## src/rtl/bcd_xs3_pkg.sv

```systemverilog
// -----------------------------------------------------------------------------
// bcd_xs3_pkg
// Shared types and constants for the serial BCD <-> Excess-3 converter.
//   state_e     : controller states (IDLE / CONV / DONE)
//   DIGIT_W     : width of one decimal digit
//   XS3_OFFSET  : the Excess-3 bias added (BCD->XS3) or removed (XS3->BCD)
//   BCD_MAX     : largest legal BCD digit
//   XS3_MIN/MAX : legal Excess-3 digit range
//   cnt_width() : digit-counter width, never zero even for a one-digit word
// -----------------------------------------------------------------------------
package bcd_xs3_pkg;

    typedef enum logic [1:0] {
        IDLE = 2'd0,
        CONV = 2'd1,
        DONE = 2'd2
    } state_e;

    localparam int         DIGIT_W    = 4;
    localparam logic [3:0] XS3_OFFSET = 4'd3;
    localparam logic [3:0] BCD_MAX    = 4'd9;
    localparam logic [3:0] XS3_MIN    = 4'd3;
    localparam logic [3:0] XS3_MAX    = 4'd12;

    function automatic int cnt_width(input int n);
        return (n > 1) ? $clog2(n) : 1;
    endfunction

endpackage

```

## src/rtl/bcd_xs3_serial_conv_if.sv

```systemverilog
// -----------------------------------------------------------------------------
// bcd_xs3_serial_conv_if
// Word-level valid/ready handshake for the serial converter.
//   in_valid/in_ready/in_data    : upstream word, digit 0 in bits [3:0]
//   out_valid/out_ready/out_data : converted word, same packing
//   err                          : invalid-digit flag, qualified by out_valid
// Modports:
//   master : the side that supplies words and consumes results
//   slave  : the converter
// -----------------------------------------------------------------------------
interface bcd_xs3_serial_conv_if
    import bcd_xs3_pkg::*;
#(
    parameter int DIGITS = 4
);

    logic                        in_valid;
    logic                        in_ready;
    logic [DIGITS*DIGIT_W-1:0]   in_data;
    logic                        out_valid;
    logic                        out_ready;
    logic [DIGITS*DIGIT_W-1:0]   out_data;
    logic                        err;

    modport master (
        output in_valid,
        output in_data,
        output out_ready,
        input  in_ready,
        input  out_valid,
        input  out_data,
        input  err
    );

    modport slave (
        input  in_valid,
        input  in_data,
        input  out_ready,
        output in_ready,
        output out_valid,
        output out_data,
        output err
    );

endinterface

```

## src/rtl/bcd_xs3_digit.sv

```systemverilog
// -----------------------------------------------------------------------------
// bcd_xs3_digit
// Combinational single-digit converter, time-multiplexed by the top level.
//   DIR       : 0 = BCD -> Excess-3 (add 3), 1 = Excess-3 -> BCD (subtract 3)
//   digit_in  : digit to convert
//   digit_out : converted digit, 4-bit wrap, computed for every input value
//   digit_ok  : digit_in lies in the legal range for the selected direction
// Build option: BCD_XS3_INVALID_DETECT_EN enables the range comparators;
// without it digit_ok is a constant 1 and no comparison logic exists.
// -----------------------------------------------------------------------------
module bcd_xs3_digit
    import bcd_xs3_pkg::*;
#(
    parameter int DIR = 0
) (
    input  logic [DIGIT_W-1:0] digit_in,
    output logic [DIGIT_W-1:0] digit_out,
    output logic               digit_ok
);

    // The 4-bit result width gives the mod-16 wrap for free (D+3 -> 0, 1-3 -> E).
    if (DIR == 0) begin : g_to_xs3
        assign digit_out = digit_in + XS3_OFFSET;
    end else begin : g_to_bcd
        assign digit_out = digit_in - XS3_OFFSET;
    end

`ifdef BCD_XS3_INVALID_DETECT_EN
    if (DIR == 0) begin : g_ok_bcd
        assign digit_ok = (digit_in <= BCD_MAX);
    end else begin : g_ok_xs3
        assign digit_ok = (digit_in >= XS3_MIN) && (digit_in <= XS3_MAX);
    end
`else
    assign digit_ok = 1'b1;
`endif

endmodule

```

## src/rtl/bcd_xs3_serial_conv.sv

```systemverilog
// -----------------------------------------------------------------------------
// bcd_xs3_serial_conv
// Serial BCD <-> Excess-3 word converter. A word is accepted in IDLE, one
// digit per cycle is converted in CONV (digit 0 first) through a single
// bcd_xs3_digit instance, and the result is presented in DONE until taken.
// Latency is DIGITS cycles from the accept edge to out_valid; with out_ready
// held high one word completes every DIGITS+2 cycles.
// Parameters:
//   DIGITS : decimal digits per word (1..16)
//   DIR    : 0 = BCD -> Excess-3, 1 = Excess-3 -> BCD
// Ports:
//   clk    : rising-edge clock
//   rst_n  : asynchronous active-low reset
//   bus    : slave side of bcd_xs3_serial_conv_if (in_*, out_*, err)
//   busy   : high whenever the controller is not in IDLE
// Build option: BCD_XS3_INVALID_DETECT_EN makes err the OR of digit validity
// failures over the word (cleared on accept); otherwise err is tied low.
// -----------------------------------------------------------------------------
module bcd_xs3_serial_conv
    import bcd_xs3_pkg::*;
#(
    parameter int DIGITS = 4,
    parameter int DIR    = 0
) (
    input  logic                   clk,
    input  logic                   rst_n,
    bcd_xs3_serial_conv_if.slave   bus,
    output logic                   busy
);

    localparam int DATA_W = DIGITS * DIGIT_W;
    localparam int CNT_W  = cnt_width(DIGITS);

    state_e              state_q,    state_d;
    logic [CNT_W-1:0]    cnt_q,      cnt_d;
    logic [DATA_W-1:0]   data_q,     data_d;
    logic [DATA_W-1:0]   res_q,      res_d;
    logic                ready_en_q, ready_en_d;
`ifdef BCD_XS3_INVALID_DETECT_EN
    logic                err_q,      err_d;
`endif

    logic [DIGIT_W-1:0]  digit_cur;
    logic [DIGIT_W-1:0]  digit_conv;
    logic                digit_ok;
    logic                accept;
    logic                last_digit;

    bcd_xs3_digit #(
        .DIR (DIR)
    ) u_digit (
        .digit_in  (digit_cur),
        .digit_out (digit_conv),
        .digit_ok  (digit_ok)
    );

    // NOTE: ready_en_q is held low by reset and sets on the first edge after
    // release, so in_ready stays low in reset without depending on rst_n
    // combinationally.
    assign bus.in_ready  = (state_q == IDLE) && ready_en_q;
    assign bus.out_valid = (state_q == DONE);
    assign bus.out_data  = res_q;
    assign busy          = (state_q != IDLE);

`ifdef BCD_XS3_INVALID_DETECT_EN
    assign bus.err = err_q;
`else
    logic unused_digit_ok;
    assign unused_digit_ok = digit_ok;
    assign bus.err         = 1'b0;
`endif

    assign accept     = bus.in_valid && bus.in_ready;
    assign last_digit = (cnt_q == CNT_W'(DIGITS - 1));

    // Digit mux: constant-index selects keep the multiplexer shape obvious.
    always_comb begin
        digit_cur = '0;
        for (int i = 0; i < DIGITS; i++) begin
            if (cnt_q == CNT_W'(i)) begin
                digit_cur = data_q[i*DIGIT_W +: DIGIT_W];
            end
        end
    end

    // NOTE: every signal written here gets its hold value first; a path that
    // leaves one unassigned would infer a latch.
    always_comb begin
        state_d    = state_q;
        cnt_d      = cnt_q;
        data_d     = data_q;
        res_d      = res_q;
        ready_en_d = 1'b1;
`ifdef BCD_XS3_INVALID_DETECT_EN
        err_d      = err_q;
`endif

        unique case (state_q)
            IDLE: begin
                if (accept) begin
                    data_d  = bus.in_data;
                    cnt_d   = '0;
                    res_d   = '0;
`ifdef BCD_XS3_INVALID_DETECT_EN
                    err_d   = 1'b0;
`endif
                    state_d = CONV;
                end
            end

            CONV: begin
                for (int i = 0; i < DIGITS; i++) begin
                    if (cnt_q == CNT_W'(i)) begin
                        res_d[i*DIGIT_W +: DIGIT_W] = digit_conv;
                    end
                end
`ifdef BCD_XS3_INVALID_DETECT_EN
                err_d = err_q | ~digit_ok;
`endif
                if (last_digit) begin
                    state_d = DONE;
                end else begin
                    cnt_d = cnt_q + CNT_W'(1);
                end
            end

            DONE: begin
                if (bus.out_ready) begin
                    state_d = IDLE;
                end
            end

            default: begin
                state_d = IDLE;
            end
        endcase
    end

    // NOTE: sequential state uses non-blocking assignments so every flop
    // samples the pre-edge value of its neighbours.
    always_ff @(posedge clk or negedge rst_n) begin
        if (!rst_n) begin
            state_q    <= IDLE;
            cnt_q      <= '0;
            data_q     <= '0;
            res_q      <= '0;
            ready_en_q <= 1'b0;
`ifdef BCD_XS3_INVALID_DETECT_EN
            err_q      <= 1'b0;
`endif
        end else begin
            state_q    <= state_d;
            cnt_q      <= cnt_d;
            data_q     <= data_d;
            res_q      <= res_d;
            ready_en_q <= ready_en_d;
`ifdef BCD_XS3_INVALID_DETECT_EN
            err_q      <= err_d;
`endif
        end
    end

endmodule

```

## src/flat_wrapper.sv

```systemverilog
// flat-port wrapper written by rule: the top's interface ports become plain ports
module bcd_xs3_serial_conv_flat import bcd_xs3_pkg::*;
#(
    parameter int DIGITS = 4,
    parameter int DIR    = 0
)
  (clk, rst_n, busy, bus_in_valid, bus_in_data, bus_out_ready, bus_in_ready, bus_out_valid, bus_out_data, bus_err);
  bcd_xs3_serial_conv_if #(.DIGITS(DIGITS)) bus_i ();
  input  logic clk;
  input  logic rst_n;
  output logic busy;
  input wire logic [$bits(bus_i.in_valid)-1:0] bus_in_valid;
  input wire logic [$bits(bus_i.in_data)-1:0] bus_in_data;
  input wire logic [$bits(bus_i.out_ready)-1:0] bus_out_ready;
  output wire logic [$bits(bus_i.in_ready)-1:0] bus_in_ready;
  output wire logic [$bits(bus_i.out_valid)-1:0] bus_out_valid;
  output wire logic [$bits(bus_i.out_data)-1:0] bus_out_data;
  output wire logic [$bits(bus_i.err)-1:0] bus_err;
  assign bus_i.in_valid = bus_in_valid;
  assign bus_i.in_data = bus_in_data;
  assign bus_i.out_ready = bus_out_ready;
  assign bus_in_ready = bus_i.in_ready;
  assign bus_out_valid = bus_i.out_valid;
  assign bus_out_data = bus_i.out_data;
  assign bus_err = bus_i.err;
  bcd_xs3_serial_conv #(.DIGITS(DIGITS), .DIR(DIR)) u_core (.clk(clk), .rst_n(rst_n), .bus(bus_i), .busy(busy));
endmodule
```

## config.mk

```make
export PLATFORM = sky130hd
export DESIGN_NAME = bcd_xs3_serial_conv_flat
export DESIGN_NICKNAME = d
export VERILOG_FILES = /design/src/rtl/bcd_xs3_pkg.sv /design/src/rtl/bcd_xs3_serial_conv_if.sv /design/src/rtl/bcd_xs3_digit.sv /design/src/rtl/bcd_xs3_serial_conv.sv /design/src/flat_wrapper.sv
export SDC_FILE = /design/constraint.sdc
export NUM_CORES = 1
export LEC_CHECK = 0
export BUFFER_PORTS_ARGS = -buffer_cell sky130_fd_sc_hd__buf_2
export CAP_MARGIN = 20
export CORE_ASPECT_RATIO = 2
export CORE_MARGIN = 2
export CORE_UTILIZATION = 55
export CTS_BUF_LIST = sky130_fd_sc_hd__clkbuf_8
export DETAILED_ROUTE_END_ITERATION = 7
export GPL_TIMING_DRIVEN = 0
export HOLD_SLACK_MARGIN = 0.1
export PLACE_DENSITY = 0.82
export RECOVER_POWER = 50
export SETUP_SLACK_MARGIN = 0.3
export SYNTH_ARGS = -nofsm -noshare
export SYNTH_HDL_FRONTEND = slang
export SYNTH_SLANG_ARGS = --single-unit
```

## constraint.sdc

```tcl
create_clock -name clk -period 2.77 [get_ports clk]
set_input_delay 0.554 -clock clk [delete_from_list [all_inputs] [get_ports clk]]
set_output_delay 0.554 -clock clk [all_outputs]
set_load 0.005 [all_outputs]
```

**After elaboration in Yosys (flattened, before gate mapping)**

Index checks and enable logic that the tools add are counted.

- Add/sub/neg operators: 2
- Multiply operators: 0
- Divide/modulo/power cells: 0
- $lt $le $gt $ge: 0
- Equal/unequal tests: 12
- Shift-type cells: 0
- Multiplexer cells: 17
- Bitwise gates (word level): 0
- Reduce and logical (&&, ||, !) cells: 13

Operators with widths:

| kind | count |
|---|---|
| $mux 4 | 8 |
| $pmux 16 s2 | 1 |
| $reduce_and 3->1 | 6 |
| $mux 16 | 1 |
| $mux 2 | 5 |
| $ne 2x1->1 const B | 5 |
| $eq 2x2->1 const B | 3 |
| $pmux 2 s3 | 1 |
| $add 4x2->4 const B | 1 |
| $eq 2x1->1 const B | 2 |
| $logic_not 2->1 | 2 |
| $ne 2x2->1 const B | 2 |
| $pmux 2 s2 | 1 |
| $reduce_bool 2->1 | 2 |
| $add 2x1->2 const B | 1 |
| $logic_and 1x1->1 | 2 |
| $reduce_and 2->1 | 1 |

- Register bits after elaboration: 37
- Bits in latches: 0
- Memory bits (writable): 0
- ROM bits: 0
- Input port bits: 20
- Output and inout port bits: 20
- Memories: 0

**Depth between registers and ports, before layout**

Gate-level depths: netlist of the first run.

- Word-level depth: 8
- Depth in mapped cells: 9

**Cells and area by module**

A second synthesis of the first run with hierarchy kept.

- Cells, all modules: 141
- Area total of the unflattened synthesis: 1,746.7 µm²

Modules (own cells, without submodules):

| module | times used | cells each | area an instance (µm²) | seq. area each (µm²) |
|---|---|---|---|---|
| bcd_xs3_serial_conv | 1 | 132 | 1,685.4 | 925.9 |
| bcd_xs3_digit | 1 | 9 | 61.3 | 0.0 |

**Worst setup path after synthesis of the first run**

Ideal clock, no wire load.

- Kind: register -> register
- Start point: register u_core.cnt_q[0]
- End point: register u_core.res_q[10] (netlist: u_core.bus.out_data[10])
- Setup time: 132 ps
- Data arrival time: 1,784 ps
- Data required time: 2,638 ps
- Slack: 854 ps
- Cell stages (with the launch flop): 10
- Clock period less this slack: 1,916 ps
- Cell sequence: dfrtp_1 inv_1 ha_1 or2_1 a221oi_2 nor2_1 inv_1 ha_1 xor2_1 o21ai_0

- Word-level cells in the longest chain between the ends: 8
- Elaborated cells on any way between the ends: 13
- Classes of those cells: add/sub: 1; eq/ne: 4; mux: 6; reduce/logical: 2

RTL lines:

| item | line | source |
|---|---|---|
| start, declared | bcd_xs3_serial_conv.sv:35 | `logic [CNT_W-1:0] cnt_q, cnt_d;` |
| start signal, assigned | bcd_xs3_serial_conv.sv:153 | `cnt_q <= cnt_d;` |
| $logic_not 2->1 | bcd_xs3_serial_conv.sv:80 | `if (cnt_q == CNT_W'(i)) begin` |
| $mux 4 (4 in series) | bcd_xs3_serial_conv.sv:80 |  |
| $add 4x2->4 | bcd_xs3_digit.sv:23 | `assign digit_out = digit_in + XS3_OFFSET;` |
| $mux 4 | bcd_xs3_serial_conv.sv:113 | `if (cnt_q == CNT_W'(i)) begin` |
| $pmux 16 s2 | bcd_xs3_serial_conv.sv:98 | `unique case (state_q)` |
| end signal, assigned | bcd_xs3_serial_conv.sv:155 | `res_q <= res_d;` |
| end, declared | bcd_xs3_serial_conv.sv:37 | `logic [DATA_W-1:0] res_q, res_d;` |

Parallel ways exist; a longest one is shown, timed or not. The select of a mux whose other input is x is not followed.
A chain may end at the register's enable or synchronous reset.

**Worst setup path after layout of the first run**

- Start point: register u_core.cnt_q[0]
- End point: register u_core.res_q[2] (netlist: u_core.bus.out_data[2])

- Word-level cells in the longest chain between the ends: 8
- Elaborated cells on any way between the ends: 13
- Classes of those cells: add/sub: 1; eq/ne: 4; mux: 6; reduce/logical: 2

RTL lines:

| item | line |
|---|---|
| $logic_not 2->1 | bcd_xs3_serial_conv.sv:80, bcd_xs3_serial_conv.sv:113 |
| $mux 4 (4 in series) | bcd_xs3_serial_conv.sv:80 |
| $add 4x2->4 | bcd_xs3_digit.sv:23 |
| $mux 4 | bcd_xs3_serial_conv.sv:113 |
| $pmux 16 s2 | bcd_xs3_serial_conv.sv:98 |

Parallel ways exist; a longest one is shown, timed or not. The select of a mux whose other input is x is not followed.

==> flow_summary.yaml, run 1 <==
sta:
  timing.fmax_ghz: 0.4302
  slew_headroom_pct: -22.99
  rsz0062_at_grt: "no"
  tns_ns: 0
  hold_viol: 0
  finalSetupViolCount: 0
  worst_pin_slew_ns: 1.845
  min_period_ns: 2.325
  finClkSkew_ns: 0.004914
  holdWs_ns: 0.4501
  slew_viol_final: 38
  period_share_pct: 83.93
grt:
  grtUsageTotal_pct: 21.19
  grt_pass1_vias: 1334
  overflow: 0
  grt_antenna_before_repair: 0
  grt_max_degree: 38
  grt_first_pass_wirelength_mm: 5.851
die:
  placementRows: 28
  fp.dieArea_um2: 3628
  io_pins: 40
  die_width_um: 43.61
  core-area_um2: 2978
  die_y_um: 83.21
  start_util_pct: 57.94
cts:
  cts_tree: "yes"
  clkTransAtPathRegs_ns: 0.07
  numCtsBuffers: 5
  cts_buffer_depth: 2
  clk_latency_ns: 0.29
  cts_hold_buf: 0
  clockRootBuffer: "clkbuf_8"
  htree_levels: 2
  cts_sinks: 37
layout:
  fin_nets: 226
  fillCellCount: 232
  synthToLayoutAreaGrowth_pct: 19.14
  fin_util_pct: 69.03
  insertedDiodeCount: 0
  layout-drive-gt1-share_pct: 37.13
critical_path:
  worst-endpoint-required_ns: 2.92
  crit_type: "register to register"
  crit_path_max_incr_delay_ns: 0.41
  end_kind: "register"
  start_kind: "register"
  crit_family: "compound AO/OA/AOI/OAI gates"
  cp_cell_sequence: "inv_1 > ha_1 > or2_1 > a221oi_2 > nor2_2 > inv_1 > ha_1 > xor2_1 > o21ai_0"
  crit_fanout: 6
  worstPathArrival_ns: 2.48
  crit_path_top_delay_cell: "dfrtp_1"
  crit_buf_inv: 2
pwr:
  power_leakage_nw: 1.018
  peakVddDrop_uv: 719.6
  powerDensity_nw_per_um2: 1251
drt:
  drt.antenna.violating_nets: 0
  drtIter0Drc: 26
  wire_per_inst_um: 14.78
  post-route-drc-count: 0
  routed_wirelength_mm: 3.430
  drt-vias-per-instance: 5.707
  firstDrtPassIters: 5
  via_count: 1324
logic_synthesis:
  ys_types: 34
  synth.ff_latch_count: 37
  syn_avg_cell_area_um2: 11.06
  synthesis.area_um2: 1725
  syn-num-nets: 181
  yosysWarnings: 0
  yosysSeqAreaShare_pct: 53.66
  synthCells: 156
outcome:
  violations: "capacitance limit, slew limit"
  status: "complete, but fails checks"
placed_design:
  gp_congestion: 0.7880
  port-buffer-count: 38
  dp_hpwl_mm: 2.738
worst_hold_path:
  hold_path_class: "input pin to register"
run:
  drv_cap: 1
## per-layer routing
layer | global-route usage [%] | part of all wire, % | vias to the layer above
met5 | 0 | 0 | -
met4 | 9.917 | 2.4 | 0
met1 | 22.00 | 35 | 639
met2 | 38.10 | 59 | 41
li1 | - | - | 632
met3 | 4.130 | 4.1 | 12
## cell usage in the layout (no fill, tap or decap), types with 2 or more instances in the layout
cell      instances
nand2b_1          4
buf_2            38
a22o_1            2
ha_1              5
dfrtp_1          37
a221o_1           3
nor2_1            7
buf_4             2
conb_1            2
nand2_1          22
or2_2             2
inv_1             8
a221oi_2          2
a211oi_1          3
mux2_2           16
nor2_2            2
a21oi_1           6
o22ai_2           2
clkbuf_8          7
o21ai_0          15
clkbuf_1          2
## worst reg2reg max path: cells and delay by family, from the launching register on
kind / cells / cell delay (ns)
flops: 1 / 0.41
simple gates: 2 / 0.42
fa+ha+maj: 2 / 0.43
xor+xnor: 1 / 0.34
buf+inv: 2 / 0.15
compound gates: 2 / 0.45
## metrics by stage
stage	cells	instance area, µm²	total power (W)	setup slack (ns)
final	232	2056	0.002571	0.4453
after global routing	232	2056	0.002767	0.3077
after CTS	232	2054	0.002581	0.4182
after detailed placement	224	1953	0.002172	0.4305
after global placement	224	1953	0.002109	0.4871
after floorplan	156	1725	0.001789	0.8541
## repair_timing
item,4_1_cts,5_1_grt
buffers inserted,0,0
gates resized for setup,0,1
endpoints found under the setup margin,0,4
## report_power, final
part	internal, W	switching (W)	leakage, nW	total [W]
clock	0.000225	0.000182	0.0542	0.000407
combinational	0.000547	0.000683	0.503	0.00123
sequential	0.000780	0.000154	0.461	0.000933
## Yosys cell counts
cell       n  area, µm²
a221o_2    1      11.26
mux2_2    16      180.2
a2111o_1   1      11.26
nand4_1    1      6.260
o22ai_1    1      6.260
nor2_1     8      30.03
and2_1     1      6.260
or2_1      1      6.260
nand3b_1   1      7.510
xor2_1     1      8.760
and2_4     1      8.760
ha_1       5      62.56
or2_2      2      12.51
nor2b_2    1      8.760
a21o_1     1      7.510
clkbuf_1   1      3.750
nand2_1   22      82.58
dfrtp_1   37      925.9
buf_4      2      15.01
nand3_1    1      5.000
a221o_1    3      30.03
buf_2      1      5.000
o21ai_0   15      75.07
nand2b_1   4      25.02
o22a_1     1      8.760
a221oi_2   2      30.03
a211oi_1   3      22.52
o22ai_2    2      25.02
a22o_1     2      17.52
nor2b_1    1      6.260
conb_1     2      7.510
nor2_2     1      6.260
inv_1      8      30.03
a21oi_1    6      30.03
## cell type report
class	count	area (µm²)	area share, %
Buffer	4	23.77	1.156
Clock buffer	7	96.34	4.687
Clock inverter	1	5.005	0.2435
Inverter	8	30.03	1.461
Multi-Input combinational cell	107	748.2	36.40
Sequential cell	37	925.9	45.04
Tap cell	30	37.54	1.826
Timing Repair Buffer	38	188.9	9.191
## sequential cells by signal, indices dropped and copies added, names as in the netlist
signal               cells
u_core.bus.out_data     16
u_core.data_q           16
u_core.cnt_q             2
u_core.state_q           2
u_core.ready_en_q        1
## final timing paths
path / startpoint / endpoint / slack [ns] / depth (start not counted)
max: u_core.cnt_q[0] / u_core.bus.out_data[2] / 0.45 / 9
min: bus_out_ready / u_core.state_q[1] / 0.45 / 2
max reg2reg: u_core.cnt_q[0] / u_core.bus.out_data[2] / 0.45 / 9
min reg2reg: u_core.bus.out_data[14] / u_core.bus.out_data[14] / 0.48 / 2
max in group asynchronous: rst_n / u_core.ready_en_q / 0.94 / 1
min in group asynchronous: rst_n / u_core.bus.out_data[3] / 0.76 / 1
## kinds of logic (layout without fill, tap and decap cells)
kind of cell    count (synthesis)  count (layout)  share of synthesized area, %
simple gates                   45              45                         12.26
fa+ha+maj                       5               5                         3.626
xor+xnor                        1               1                        0.5077
compound gates                 38              38                         15.95
mux                            16              16                         10.44
buf+inv                        12              58                         3.118
other cells                     2               2                        0.4353
flops                          37              37                         53.66
No activity file was read; power rests on OpenSTA's default activity.
==> run 2: changes to the inputs <==
clock period = 2.3 ns   (was 2.77 ns; I/O delays follow)
==> run 2 against run 1 <==
Effect of this change:
- the run now ends clean
- final cell count rose by 3.4%
- clock power up 23%
- critical path depth decreased by 1
- die area unchanged
- worst setup slack lost 0.17 ns
- total power up 48%
- critical endpoint unchanged
- highest routed layer unchanged
==> flow_summary.yaml, run 2 (synthesized netlist as in run 1, its figures left out) <==
critical_path:
  crit_family: "simple AND/OR/NAND/NOR gates"
  path_common_cell: "ha_4"
  worstPathArrival_ns: 2.21
  r2r-end: "u_core.bus.out_data[2]"
  crit_path_max_incr_delay_ns: 0.46
  crit_type: "register to register"
  start_kind: "register"
  worstReg2RegStart: "u_core.cnt_q[0]"
  rr_worst_depth: 8
  worst-endpoint-required_ns: 2.48
  reg2reg_setup_slack_ns: 0.27
  end_kind: "register"
  crit_fanout: 8
  crit_buf_inv: 1
  cp_cell_sequence: "buf_4 > ha_4 > nor2b_4 > a221oi_4 > or2_4 > ha_4 > xor2_4 > o21ai_1"
  crit_path_top_delay_cell: "dfrtp_2"
layout:
  fin_area_um2: 2258
  fin_nets: 234
  layout-drive-gt1-share_pct: 47.14
  layout.cells.most_common: "buf_2"
  synthToLayoutAreaGrowth_pct: 30.89
  layout_common_cells: "buf_2 (39), dfrtp_1 (35), nand2_1 (21), mux2_2 (16)"
  insertedDiodeCount: 0
placed_design:
  dpl_cell_area_um2: 1953
  gp_congestion: 0.7880
  dp_hpwl_mm: 2.738
  port-buffer-count: 38
die:
  io_pins: 40
  fp.dieArea_um2: 3628
  die_y_um: 83.21
  die_width_um: 43.61
  core-area_um2: 2978
  placementRows: 28
  start_util_pct: 57.94
sta:
  slew_viol_final: 0
  tns_ns: 0
  period_share_pct: 88.20
  min_period_ns: 2.029
  finClkSkew_ns: 0.008751
  rsz0062_at_grt: "yes"
  finalSetupViolCount: 0
  slew_headroom_pct: 48.55
  timing.fmax_ghz: 0.4929
  worst_pin_slew_ns: 0.7718
  hold_viol: 0
pwr:
  power_leakage_nw: 1.070
  power.share.clock_pct: 13.2
  p_seq_share_pct: 30.7
  comb_power_share_pct: 56.2
  swShare_pct: 41.01
  peakVddDrop_uv: 1113
  internal_power_w: 0.002252
  powerDensity_nw_per_um2: 1690
  power.net_switching_w: 0.001565
cts:
  cts_buffer_depth: 2
  clk_latency_ns: 0.30
  clockRootBuffer: "clkbuf_8"
  clkTransAtPathRegs_ns: 0.07
  cts_sinks: 37
  numCtsBuffers: 5
  htree_levels: 2
  cts_tree: "yes"
outcome:
  status: "complete, no violations"
drt:
  firstDrtPassIters: 4
  post-route-drc-count: 0
  wire_per_inst_um: 17.33
  routed_wirelength_mm: 4.160
  drt-vias-per-instance: 5.854
  drt.antenna.violating_nets: 0
  drtIter0Drc: 38
  via_count: 1405
worst_hold_path:
  hold_path_class: "input pin to async pin"
grt:
  grt_first_pass_wirelength_mm: 6.796
  grt_max_degree: 38
  overflow: 0
  grt_pass1_vias: 1482
  grt_antenna_before_repair: 0
  grtUsageTotal_pct: 25.52
run:
  drv_cap: 0
run 2: cell types whose count changed in the layout (fill, tap and decap cells not counted), moves of 5 or more:
cell / previous run / this run
buf_4: 2 / 10
o21ai_0: 15 / 10
ha_4: 0 / 5
ha_1: 5 / 0
o21ai_1: 0 / 5
run 2: power by group through the flow:
stage | logic (W) | clock network (W) | registers [W]
4_1_cts | 0.00194 | 0.000497 | 0.00117
2_1_floorplan | 0.00106 | 0 | 0.00110
3_3_place_gp | 0.00143 | 0 | 0.00111
5_1_grt | 0.00230 | 0.000529 | 0.00120
6_report | 0.00214 | 0.000502 | 0.00117
3_5_place_dp | 0.00148 | 0 | 0.00114
run 2: what timing repair did:
action                     CTS  global route
setup endpoints to repair   12             9
pin swaps                    3             9
setup buffers                6             2
resized for setup           25             8
hold buffers                 0             0
run 2: how the worst max path moves through the flow:
stage	endpoint	from	slack [ns]	cells after the start
6_report	u_core.bus.out_data[2]	u_core.cnt_q[0]	0.27	8
3_3_place_gp	u_core.bus.out_data[14]	u_core.cnt_q[1]	0.02	9
4_1_cts	u_core.bus.out_data[7]	u_core.cnt_q[0]	0.30	8
3_5_place_dp	u_core.bus.out_data[2]	u_core.cnt_q[0]	-0.04	9
5_1_grt	u_core.bus.out_data[7]	u_core.cnt_q[0]	0.23	8
2_1_floorplan	u_core.bus.out_data[10]	u_core.cnt_q[0]	0.38	9
run 2: per-stage QoR:
step	utilization (%)	hold slack (ns)	total power, W	cells	setup slack, ns
global placement	65.59	0.4576	0.002540	224	0.01710
floorplan	-	0.1644	0.002154	156	0.3841
global route	75.84	0.3075	0.004027	240	0.2321
CTS	74.83	0.2701	0.003605	238	0.2996
finish	75.84	0.2279	0.003817	240	0.2714
detailed placement	65.59	0.4742	0.002616	224	-0.03947
run 2: final cells by class:
class | count | area (µm²)
inverters | 8 | 35.03
multi-input cells | 107 | 882.1
well taps | 30 | 37.54
flip-flops and latches | 37 | 928.4
repair buffers | 46 | 250.2
clock buffers | 7 | 96.34
clock inverters | 1 | 5.005
plain buffers | 4 | 23.77
fillers | 193 | 719.4
run 2: layer usage:
| metal | global-route usage, % | up-vias | routed length (µm) |
|---|---|---|---|
| li1 | - | 645 | - |
| met1 | 23.23 | 686 | 1345 |
| met2 | 45.19 | 53 | 2419 |
| met3 | 5.870 | 21 | 186 |
| met4 | 18.46 | 0 | 208 |
| met5 | 0 | - | 0 |
